**src/rtl/usb_key_sched_pkg.sv**
```systemverilog
// usb_key_sched_pkg
//   Shared types for the HID key scheduler: keycode type, pacing FSM states
//   and the "no key" code that requesters use to signal nothing to press.
//   No ports.

package usb_key_sched_pkg;

  typedef logic [15:0] keycode_t;

  typedef enum logic {
    IDLE = 1'b0,
    GAP  = 1'b1
  } sched_state_t;

  localparam keycode_t KEY_NONE = 16'h0000;

endpackage

```
**src/rtl/usb_key_fifo.sv**
```systemverilog
// usb_key_fifo
//   Synchronous keycode FIFO. Head entry is presented combinationally on
//   rdata; pop advances it. Push while full and pop while empty are ignored.
// Ports
//   clk    in   core clock
//   rstn   in   async active-low reset, empties the FIFO
//   push   in   write wdata at the tail
//   pop    in   drop the head entry
//   wdata  in   keycode to store
//   rdata  out  head keycode (valid when !empty)
//   empty  out  no entries
//   full   out  DEPTH entries
//   count  out  entries currently stored

module usb_key_fifo
  import usb_key_sched_pkg::*;
#(
  parameter int DEPTH = 16
) (
  input  logic                     clk,
  input  logic                     rstn,
  input  logic                     push,
  input  logic                     pop,
  input  keycode_t                 wdata,
  output keycode_t                 rdata,
  output logic                     empty,
  output logic                     full,
  output logic [$clog2(DEPTH):0]   count
);

  localparam int AW = $clog2(DEPTH);

  keycode_t       mem [DEPTH];
  logic [AW-1:0]  wr_ptr;
  logic [AW-1:0]  rd_ptr;
  logic           do_push;
  logic           do_pop;

  assign empty   = (count == '0);
  assign full    = (count == (AW+1)'(DEPTH));
  assign do_push = push & ~full;
  assign do_pop  = pop & ~empty;
  assign rdata   = mem[rd_ptr];

  // DEPTH is a power of two, so the pointers wrap by plain overflow.
  always_ff @(posedge clk or negedge rstn) begin
    if (!rstn) begin
      wr_ptr <= '0;
      rd_ptr <= '0;
      count  <= '0;
    end else begin
      if (do_push) wr_ptr <= wr_ptr + AW'(1);
      if (do_pop)  rd_ptr <= rd_ptr + AW'(1);
      case ({do_push, do_pop})
        2'b10:   count <= count + (AW+1)'(1);
        2'b01:   count <= count - (AW+1)'(1);
        default: count <= count;
      endcase
    end
  end

  always_ff @(posedge clk) begin
    if (do_push) mem[wr_ptr] <= wdata;
  end

endmodule

```
**src/rtl/usb_hid_key_scheduler.sv**
```systemverilog
// usb_hid_key_scheduler
//   Collects keycodes from NREQ requesters (round-robin), queues them and
//   feeds them to usb_hid_top one press at a time, at least GAP_CYCLES apart.
//
//   state | meaning
//   ------+---------------------------------------------------------------
//   IDLE  | waiting for a queued key and enable; pops head when both true
//   GAP   | key_request just pulsed; down-counting the inter-press spacing
//
// Ports
//   clk          in   60 MHz core clock
//   rstn         in   async active-low reset
//   enable       in   1 = issue keys, 0 = hold the queue
//   req_valid    in   per-requester keycode valid
//   req_key      in   per-requester keycode, slice [16*i +: 16]
//   req_ready    out  per-requester accept (valid & ready = transfer)
//   key_value    out  keycode presented to usb_hid_top
//   key_request  out  one-cycle press strobe
//   fifo_count   out  entries queued
//   reject_cnt   out  saturating count of discarded keycode-0 requests

module usb_hid_key_scheduler
  import usb_key_sched_pkg::*;
#(
  parameter int NREQ       = 2,
  parameter int FIFO_DEPTH = 16,
  parameter int GAP_CYCLES = 1200000
) (
  input  logic                          clk,
  input  logic                          rstn,
  input  logic                          enable,
  input  logic [NREQ-1:0]               req_valid,
  input  logic [NREQ*16-1:0]            req_key,
  output logic [NREQ-1:0]               req_ready,
  output logic [15:0]                   key_value,
  output logic                          key_request,
  output logic [$clog2(FIFO_DEPTH):0]   fifo_count,
  output logic [15:0]                   reject_cnt
);

  localparam int IW = (NREQ > 1) ? $clog2(NREQ) : 1;
  localparam int CW = (GAP_CYCLES > 2) ? $clog2(GAP_CYCLES) : 1;
  localparam logic [CW-1:0] GAP_LOAD = CW'(GAP_CYCLES - 2);

  function automatic logic [IW-1:0] wrap_idx(input int base, input int off);
    int s;
    s = base + off;
    if (s >= NREQ) s = s - NREQ;
    return IW'(s);
  endfunction

  logic [IW-1:0]  rr_ptr;
  logic [IW-1:0]  grant_idx;
  logic           grant_found;
  keycode_t       grant_key;
  logic           grant_zero;
  logic           transfer;

  logic           fifo_push;
  logic           fifo_pop;
  keycode_t       fifo_rdata;
  logic           fifo_empty;
  logic           fifo_full;

  sched_state_t   state_q;
  sched_state_t   state_d;
  logic           issue;
  logic [CW-1:0]  gap_cnt;
  logic           enable_q;

  // Arbiter: first valid requester at or after rr_ptr, wrapping.
  always_comb begin
    grant_found = 1'b0;
    grant_idx   = '0;
    for (int i = 0; i < NREQ; i++) begin
      if (!grant_found && req_valid[wrap_idx(int'(rr_ptr), i)]) begin
        grant_found = 1'b1;
        grant_idx   = wrap_idx(int'(rr_ptr), i);
      end
    end
  end

  assign grant_key  = req_key[int'(grant_idx)*16 +: 16];
  assign grant_zero = (grant_key == KEY_NONE);
  // A zero keycode never takes a slot, so it is accepted even when full.
  assign transfer   = grant_found & (~fifo_full | grant_zero);
  assign fifo_push  = transfer & ~grant_zero;
  assign fifo_pop   = issue;

  always_comb begin
    req_ready = '0;
    if (transfer) req_ready[grant_idx] = 1'b1;
  end

  always_ff @(posedge clk or negedge rstn) begin
    if (!rstn) begin
      rr_ptr     <= '0;
      reject_cnt <= '0;
    end else if (transfer) begin
      rr_ptr <= wrap_idx(int'(grant_idx), 1);
      if (grant_zero && reject_cnt != 16'hFFFF) reject_cnt <= reject_cnt + 16'd1;
    end
  end

  usb_key_fifo #(
    .DEPTH (FIFO_DEPTH)
  ) u_fifo (
    .clk   (clk),
    .rstn  (rstn),
    .push  (fifo_push),
    .pop   (fifo_pop),
    .wdata (grant_key),
    .rdata (fifo_rdata),
    .empty (fifo_empty),
    .full  (fifo_full),
    .count (fifo_count)
  );

  // enable comes from application logic; it is registered once before the
  // FSM looks at it, so a re-raised enable issues the next press two cycles later.
  always_ff @(posedge clk or negedge rstn) begin
    if (!rstn) enable_q <= 1'b0;
    else       enable_q <= enable;
  end

  always_comb begin
    state_d = state_q;
    issue   = 1'b0;
    case (state_q)
      IDLE: begin
        if (enable_q && !fifo_empty) begin
          issue   = 1'b1;
          state_d = GAP;
        end
      end
      GAP: begin
        if (gap_cnt == '0) state_d = IDLE;
      end
      default: state_d = IDLE;
    endcase
  end

  // GAP lasts GAP_CYCLES-1 cycles and the pop in IDLE adds one more, giving
  // exactly GAP_CYCLES between strobes while keys keep coming.
  always_ff @(posedge clk or negedge rstn) begin
    if (!rstn) begin
      state_q     <= IDLE;
      gap_cnt     <= '0;
      key_request <= 1'b0;
      key_value   <= '0;
    end else begin
      state_q     <= state_d;
      key_request <= issue;
      if (issue) begin
        gap_cnt   <= GAP_LOAD;
        key_value <= fifo_rdata;
      end else if (state_q == GAP && gap_cnt != '0) begin
        gap_cnt <= gap_cnt - CW'(1);
      end
    end
  end

endmodule

```
**config.mk**
```make
export PLATFORM = sky130hd
export DESIGN_NAME = usb_hid_key_scheduler
export DESIGN_NICKNAME = d
export VERILOG_FILES = /design/src/rtl/usb_key_sched_pkg.sv /design/src/rtl/usb_key_fifo.sv /design/src/rtl/usb_hid_key_scheduler.sv
export SDC_FILE = /design/constraint.sdc
export NUM_CORES = 1
export LEC_CHECK = 0
export ABC_AREA = 1
export CORE_ASPECT_RATIO = 1.5
export CORE_MARGIN = 2
export CORE_UTILIZATION = 55
export DETAILED_ROUTE_END_ITERATION = 10
export GPL_TIMING_DRIVEN = 0
export PLACE_DENSITY = 0.8
export SLEW_MARGIN = 20
export SYNTH_ARGS = -nofsm -noshare
export SYNTH_HDL_FRONTEND = slang
export SYNTH_HIERARCHICAL = 1
export SYNTH_SLANG_ARGS = --single-unit
```
**constraint.sdc**
```tcl
create_clock -name clk -period 4.6 [get_ports clk]
set_clock_uncertainty 0.2 [all_clocks]
set_input_delay 0.46 -clock clk [delete_from_list [all_inputs] [get_ports clk]]
set_output_delay 0.46 -clock clk [all_outputs]
set_load 0.005 [all_outputs]
```
==> results_dict.tcl, run 1 <==
set metrics [dict create \
    post_drt_via_cell_ratio 5.43 \
    dieArea_mm2 0.0288 \
    drcViolationCount 0 \
    ff2ff_path_depth 16 \
    crit_type "in2reg" \
    gp_congestion 0.893 \
    synth_seq_cells 326 \
    critPathRequiredTime_ps 4590 \
    io_buffers 75 \
    finalCriticalPeriod_ps 4190 \
    cts_made_buffers 30 \
    synth_top_family_by_area "simple AND/OR/NAND/NOR gates" \
    cap_viol_max_count 0 \
    initial_core_util_pct 55.5 \
    synth.largest_area_cell "edfxtp_1" \
    design_area_mm2 0.0175 \
    synth_area_leaders "edfxtp_1, nand2_1, dfrtp_1" \
    grt_overflow 0 \
    postCtsSetupBuffers 0 \
    relSlewSlack_pct 36.7 \
    power.density_mw_per_mm2 597 \
    status "complete, no violations" \
    synth_xor_area_share_pct 1.16 \
    slew_viol_final 0 \
    wl_per_cell_um 18.0 \
    dr.pass1.iters 6 \
    cts_tree "yes" \
    path_max_fanout 17 \
    p_leak_nw 7.49 \
    clock_path_buffers 3 \
    worst_setup_path_end_kind "flip-flop" \
    std_cell_rows 74 \
    nets 1745 \
    ant_nets 0 \
    antenna_cells 0 \
    ys_warn_count 6 \
    peakVddDrop_mv 0.402 \
    hold_class "in2async" \
    dp_hpwl_mm 25.6 \
    synth_fa_ha_area_share_pct 1.13 \
    num_io_pins 77 \
    fp.dieW_um 139 \
    cts.sinks 326 \
    drtIter0Drc 856 \
    yosys.area.top_type_share_pct 51.0 \
    max_freq_mhz 239 \
    cts_hold_buf 1 \
    critPathArrivalTime_ps 4180 \
    clk_pin_slew_ps 70 \
    timing.rr.start "rr_ptr" \
    htreeDepth 1 \
    synth.cell_area_mm2 0.0151 \
    min_period_over_period_pct 91.1 \
    core_area_mm2 0.0271 \
    rsz0062_at_grt "false" \
    drive_gt1_share_pct 9.71 \
    grt_pass1_vias 11153 \
    syn_area_per_cell_um2 9.51 \
    cts_resized 0 \
    setup_violations 0 \
    tightest_slew_ps 948 \
    finalHoldViolations 0 \
    vias 11198 \
    grt_antenna_before_repair 0 \
    synth.area.mux_share_pct 0 \
    synth-simple-area-share_pct 27.1 \
    yosysSeqAreaShare_pct 62.6 \
    fin_hold_ws_ps 111 \
    die_y_um 207 \
    grt_max_degree 53 \
    regToRegSetupSlack_ps 410 \
    wirelength_mm 37.2 \
    insertion_delay_ps 570 \
    timing.rr.end "u_fifo/mem[15][12]" \
    area_delta_synth_final_pct 15.8 \
    clockRootBuffer "clkbuf_16" \
    grt_usage_pct 26.0 \
    n_fill_cell 2069 \
    synth_cells 1584 \
    synth_compound_area_share_pct 1.44 \
    synthDistinctLibCells 41 \
    final_common_cell "nand2_1" \
    grt_pass1_wl_mm 57.9 \
    startpoint_type "input pin" \
    syn_nets 1634 \
    placed_area_mm2 0.0163 \
    final_cell_mix "nand2_1, edfxtp_1, inv_1, nor2_1, nand3_1" \
]
[flip-flops by register name (all words and copies together) (netlist names)]
register and count:
reject_cnt 16, u_fifo/count 5, rr_ptr 1, u_fifo/mem 256, key_request 1, u_fifo/wr_ptr 4, state_q 1, gap_cnt 21
u_fifo/rd_ptr 4, key_value 16, enable_q 1
[synth_stat cells, drive strengths merged]
master,number
a21boi,1
a21o,1
a21oi,5
buf,49
clkbuf,11
dfrtp,70
edfxtp,256
fa,1
ha,12
inv,162
nand2,612
nand3,146
nand3b,1
nand4,19
nor2,175
nor3,7
nor4,2
o21a,1
o21ai,28
o21bai,1
o31ai,2
or2,2
xnor2,6
xor2,14
[report_power, final]
group | total, mW | internal (mW) | switching (mW)
sequential | 3.99 | 3.77 | 0.222
clock | 2.75 | 1.64 | 1.11
combinational | 3.68 | 1.12 | 2.56
total | 10.4 | 6.52 | 3.89
[critical path: stages]
cell,delay (ps)
clkdlybuf4s50_1,480
nand2_4,150
nand2_4,120
nand2_1,80
nand2_1,520
nor2_1,300
nand2_2,100
nor2_4,150
nand2_4,100
nand2_2,170
nand3_1,100
inv_1,70
nand2_2,130
inv_1,200
nand2_1,240
nor2_2,780
[kinds of logic (layout without fill, tap and decap cells)]
family / count (synthesis) / in the layout
XOR/XNOR: 20 / 20
AO/OA/AOI/OAI: 39 / 39
AND/OR/NAND/NOR: 964 / 964
adder cells (fa/ha/maj): 13 / 13
flip-flops: 326 / 326
buffers and inverters: 222 / 357
[per-layer routing]
| metal | GRT usage (%) | vias up | part of all wire (%) |
|---|---|---|---|
| met4 | 17.2 | 0 | 7.0 |
| met2 | 47.0 | 544 | 50 |
| met5 | 0 | - | 0 |
| met3 | 3.04 | 106 | 7.0 |
| li1 | - | 5319 | - |
| met1 | 29.3 | 5229 | 36 |
[cell type report]
type / instances / area (um^2) / area share, %
plain buffers: 60 / 370 / 2.12
clock buffers: 33 / 783 / 4.49
clock inverters: 23 / 320 / 1.84
inverters: 162 / 611 / 3.50
multi-input cells: 1036 / 4690 / 26.9
flip-flops and latches: 326 / 9440 / 54.1
well taps: 342 / 428 / 2.45
repair buffers: 79 / 812 / 4.65
[how the worst max path moves through the flow]
stage / from / end
2_1_floorplan: req_valid[1] / u_fifo/mem[0][0]
3_3_place_gp: req_valid[0] / u_fifo/mem[14][12]
3_5_place_dp: req_valid[0] / u_fifo/mem[10][13]
4_1_cts: rr_ptr / u_fifo/mem[10][12]
5_1_grt: rr_ptr / u_fifo/mem[7][7]
6_report: req_valid[0] / u_fifo/mem[15][12]
[through the flow]
stage               std cells  power [mW]  setup slack [ps]  util (%)  setup TNS [ps]
CTS                      2061        10.4               264      64.3               0
global route             2061        10.9               189      64.3               0
detailed placement       2004        7.62              -270      60.2          -12070
finish                   2061        10.4               411      64.3               0
floorplan                1584        6.24              1220         -               0
global placement         2001        7.45              -632      59.9         -123080
Note: power is estimated with default switching activity, not from simulation.
==> run 2: changes to the inputs <==
- CORE_UTILIZATION: 55 -> 35
- PLACE_DENSITY: 0.8 -> 0.57
==> results_dict.tcl, run 2 (synthesized netlist as in run 1, its figures left out) <==
set metrics [dict create \
    status "complete, no violations" \
    final_cell_mix "nand2_1, edfxtp_1, inv_1, nor2_1, nand3_1" \
    insertion_delay_ps 540 \
    slew_viol_final 0 \
    relSlewSlack_pct 31.0 \
    finalHoldViolations 0 \
    startpoint_type "input pin" \
    gp_congestion 0.910 \
    hold_depth 1 \
    crit_type "in2reg" \
    grt_max_degree 40 \
    top_register "u_fifo/mem" \
    grt_antenna_before_repair 0 \
    reg_top3 "u_fifo/mem (256), gap_cnt (21)" \
    clk_pin_slew_ps 60 \
    final_common_cell "nand2_1" \
    io_buffers 75 \
    grt_pass1_wl_mm 62.0 \
    num_io_pins 77 \
    worst_path_max_delay_cell "nor2_2" \
    slowest_delay_ps 760 \
    antenna_cells 0 \
    die_y_um 258 \
    area_delta_synth_final_pct 18.5 \
    cts.sinks 326 \
    initial_core_util_pct 35.3 \
    clkPwrFrac_pct 26.5 \
    cap_viol_max_count 0 \
    clock_path_buffers 3 \
    largest_reg_flops 256 \
    fp.dieW_um 173 \
    path_max_fanout 17 \
    drcViolationCount 0 \
    ant_nets 0 \
    power.density_mw_per_mm2 592 \
    nets 1757 \
    std_cell_rows 93 \
    tightest_slew_ps 1030 \
    worst_setup_path_end_kind "flip-flop" \
    cts_tree "yes" \
    peakVddDrop_mv 0.234 \
    max_freq_mhz 236 \
    p_int_mw 6.55 \
    core_area_mm2 0.0427 \
    p_seq_share_pct 37.7 \
    dp_hpwl_mm 28.4 \
    post_drt_via_cell_ratio 4.72 \
    grt_overflow 0 \
    dr.pass1.iters 6 \
    finalCriticalPeriod_ps 4230 \
    wl_per_cell_um 17.5 \
    setup_violations 0 \
    vias 10889 \
    p_leak_nw 7.56 \
    net-switching-power_mw 4.02 \
    multi_input_area_mm2 0.00469 \
    wirelength_mm 40.4 \
    comb_power_share_pct 35.8 \
    n_fill_cell 4188 \
    grt_usage_pct 18.1 \
    critPathArrivalTime_ps 4180 \
    drtIter0Drc 836 \
    rsz0062_at_grt "false" \
    drive_gt1_share_pct 10.0 \
    critPathRequiredTime_ps 4550 \
    ff2ff_path_depth 16 \
    cts_made_buffers 36 \
    cp_common_cell "nand2_1" \
    p_sw_share_pct 38.1 \
    path_cells "clkdlybuf4s50_1 > nand2_4 > nand2_4 > nand2_1 > nand2_1 > nor2_2 > nand2_1 > nor2_4 > nand2_4 > nand2_2 > nand3_1 > inv_1 > nand2_2 > inv_1 > nand2_1 > nor2_2" \
    min_period_over_period_pct 92.0 \
    htreeDepth 2 \
    hold_class "in2reg" \
    seq_area_mm2 0.00944 \
    grt_pass1_vias 10783 \
    clockRootBuffer "clkbuf_16" \
    power_mw 10.6 \
    dieArea_mm2 0.0448 \
    setup_tns_ps 0 \
]
==> run 2: changes by cell type in the layout (fill, tap and decap cells not counted), moves of 2 or more <==
cell	previous run	this run
clkinv_1	3	9
clkbuf_16	31	37
clkbuf_8	0	3
clkinvlp_4	5	3
buf_6	4	9
clkbuf_1	13	16
bufinv_16	7	2
==> run 2: power by group through the flow <==
stage	clock [mW]	combinational [mW]	sequential, mW
global placement	0	3.67	4.04
global route	2.97	4.16	4.04
detailed placement	0	3.78	4.04
CTS	2.86	3.80	3.99
floorplan	0	2.25	3.99
finish	2.80	3.78	3.99
==> run 2: layout make-up <==
type,instances,share of cell area (%)
flip-flops and latches,326,52.9
multi-input cells,1036,26.3
clock buffers,45,5.52
repair buffers,85,4.91
well taps,570,4.00
inverters,162,3.42
plain buffers,60,2.08
clock inverters,21,0.911
==> run 2: stage by stage <==
step                instance area (um^2)  worst slack [ps]  utilization (%)  hold slack [ps]  std cells
floorplan                          15100              1220                -            -35.6       1584
global placement                   16500              -905             38.7              256       2229
detailed placement                 16700              -211             39.1              257       2238
CTS                                17800               332             41.8              189       2305
global route                       17800              48.1             41.8              193       2305
finish                             17800               369             41.8              194       2305
==> run 2: final timing paths <==
path,to,startpoint,slack [ps]
max reg2reg,u_fifo/mem[0][14],rr_ptr,390
min reg2reg,key_value[10],key_value[10],270
max,u_fifo/mem[0][14],req_valid[0],370
min,enable_q,enable,190
max in group asynchronous,gap_cnt[19],rstn,3340
min in group asynchronous,key_request,rstn,250
==> run 2: worst max-delay path: cells and delay by family <==
kind | cells | cell delay (ps)
buf+inv | 3 | 740
simple gates | 13 | 2940
==> run 2: what timing repair did <==
| item | 4_1_cts | 5_1_grt |
|---|---|---|
| endpoints found under the hold margin | 38 | 0 |
| hold buffers | 1 | 0 |
| buffers inserted | 0 | 0 |
| setup endpoints to repair | 0 | 0 |
| resized for setup | 0 | 0 |
==> run 2: metal layers <==
metal | track usage (%) | part of all wire [%] | vias up
li1 | - | - | 5330
met3 | 2.49 | 3.9 | 71
met4 | 7.53 | 3.7 | 0
met1 | 20.6 | 39 | 5212
met5 | 0 | 0 | -
met2 | 33.9 | 53 | 276
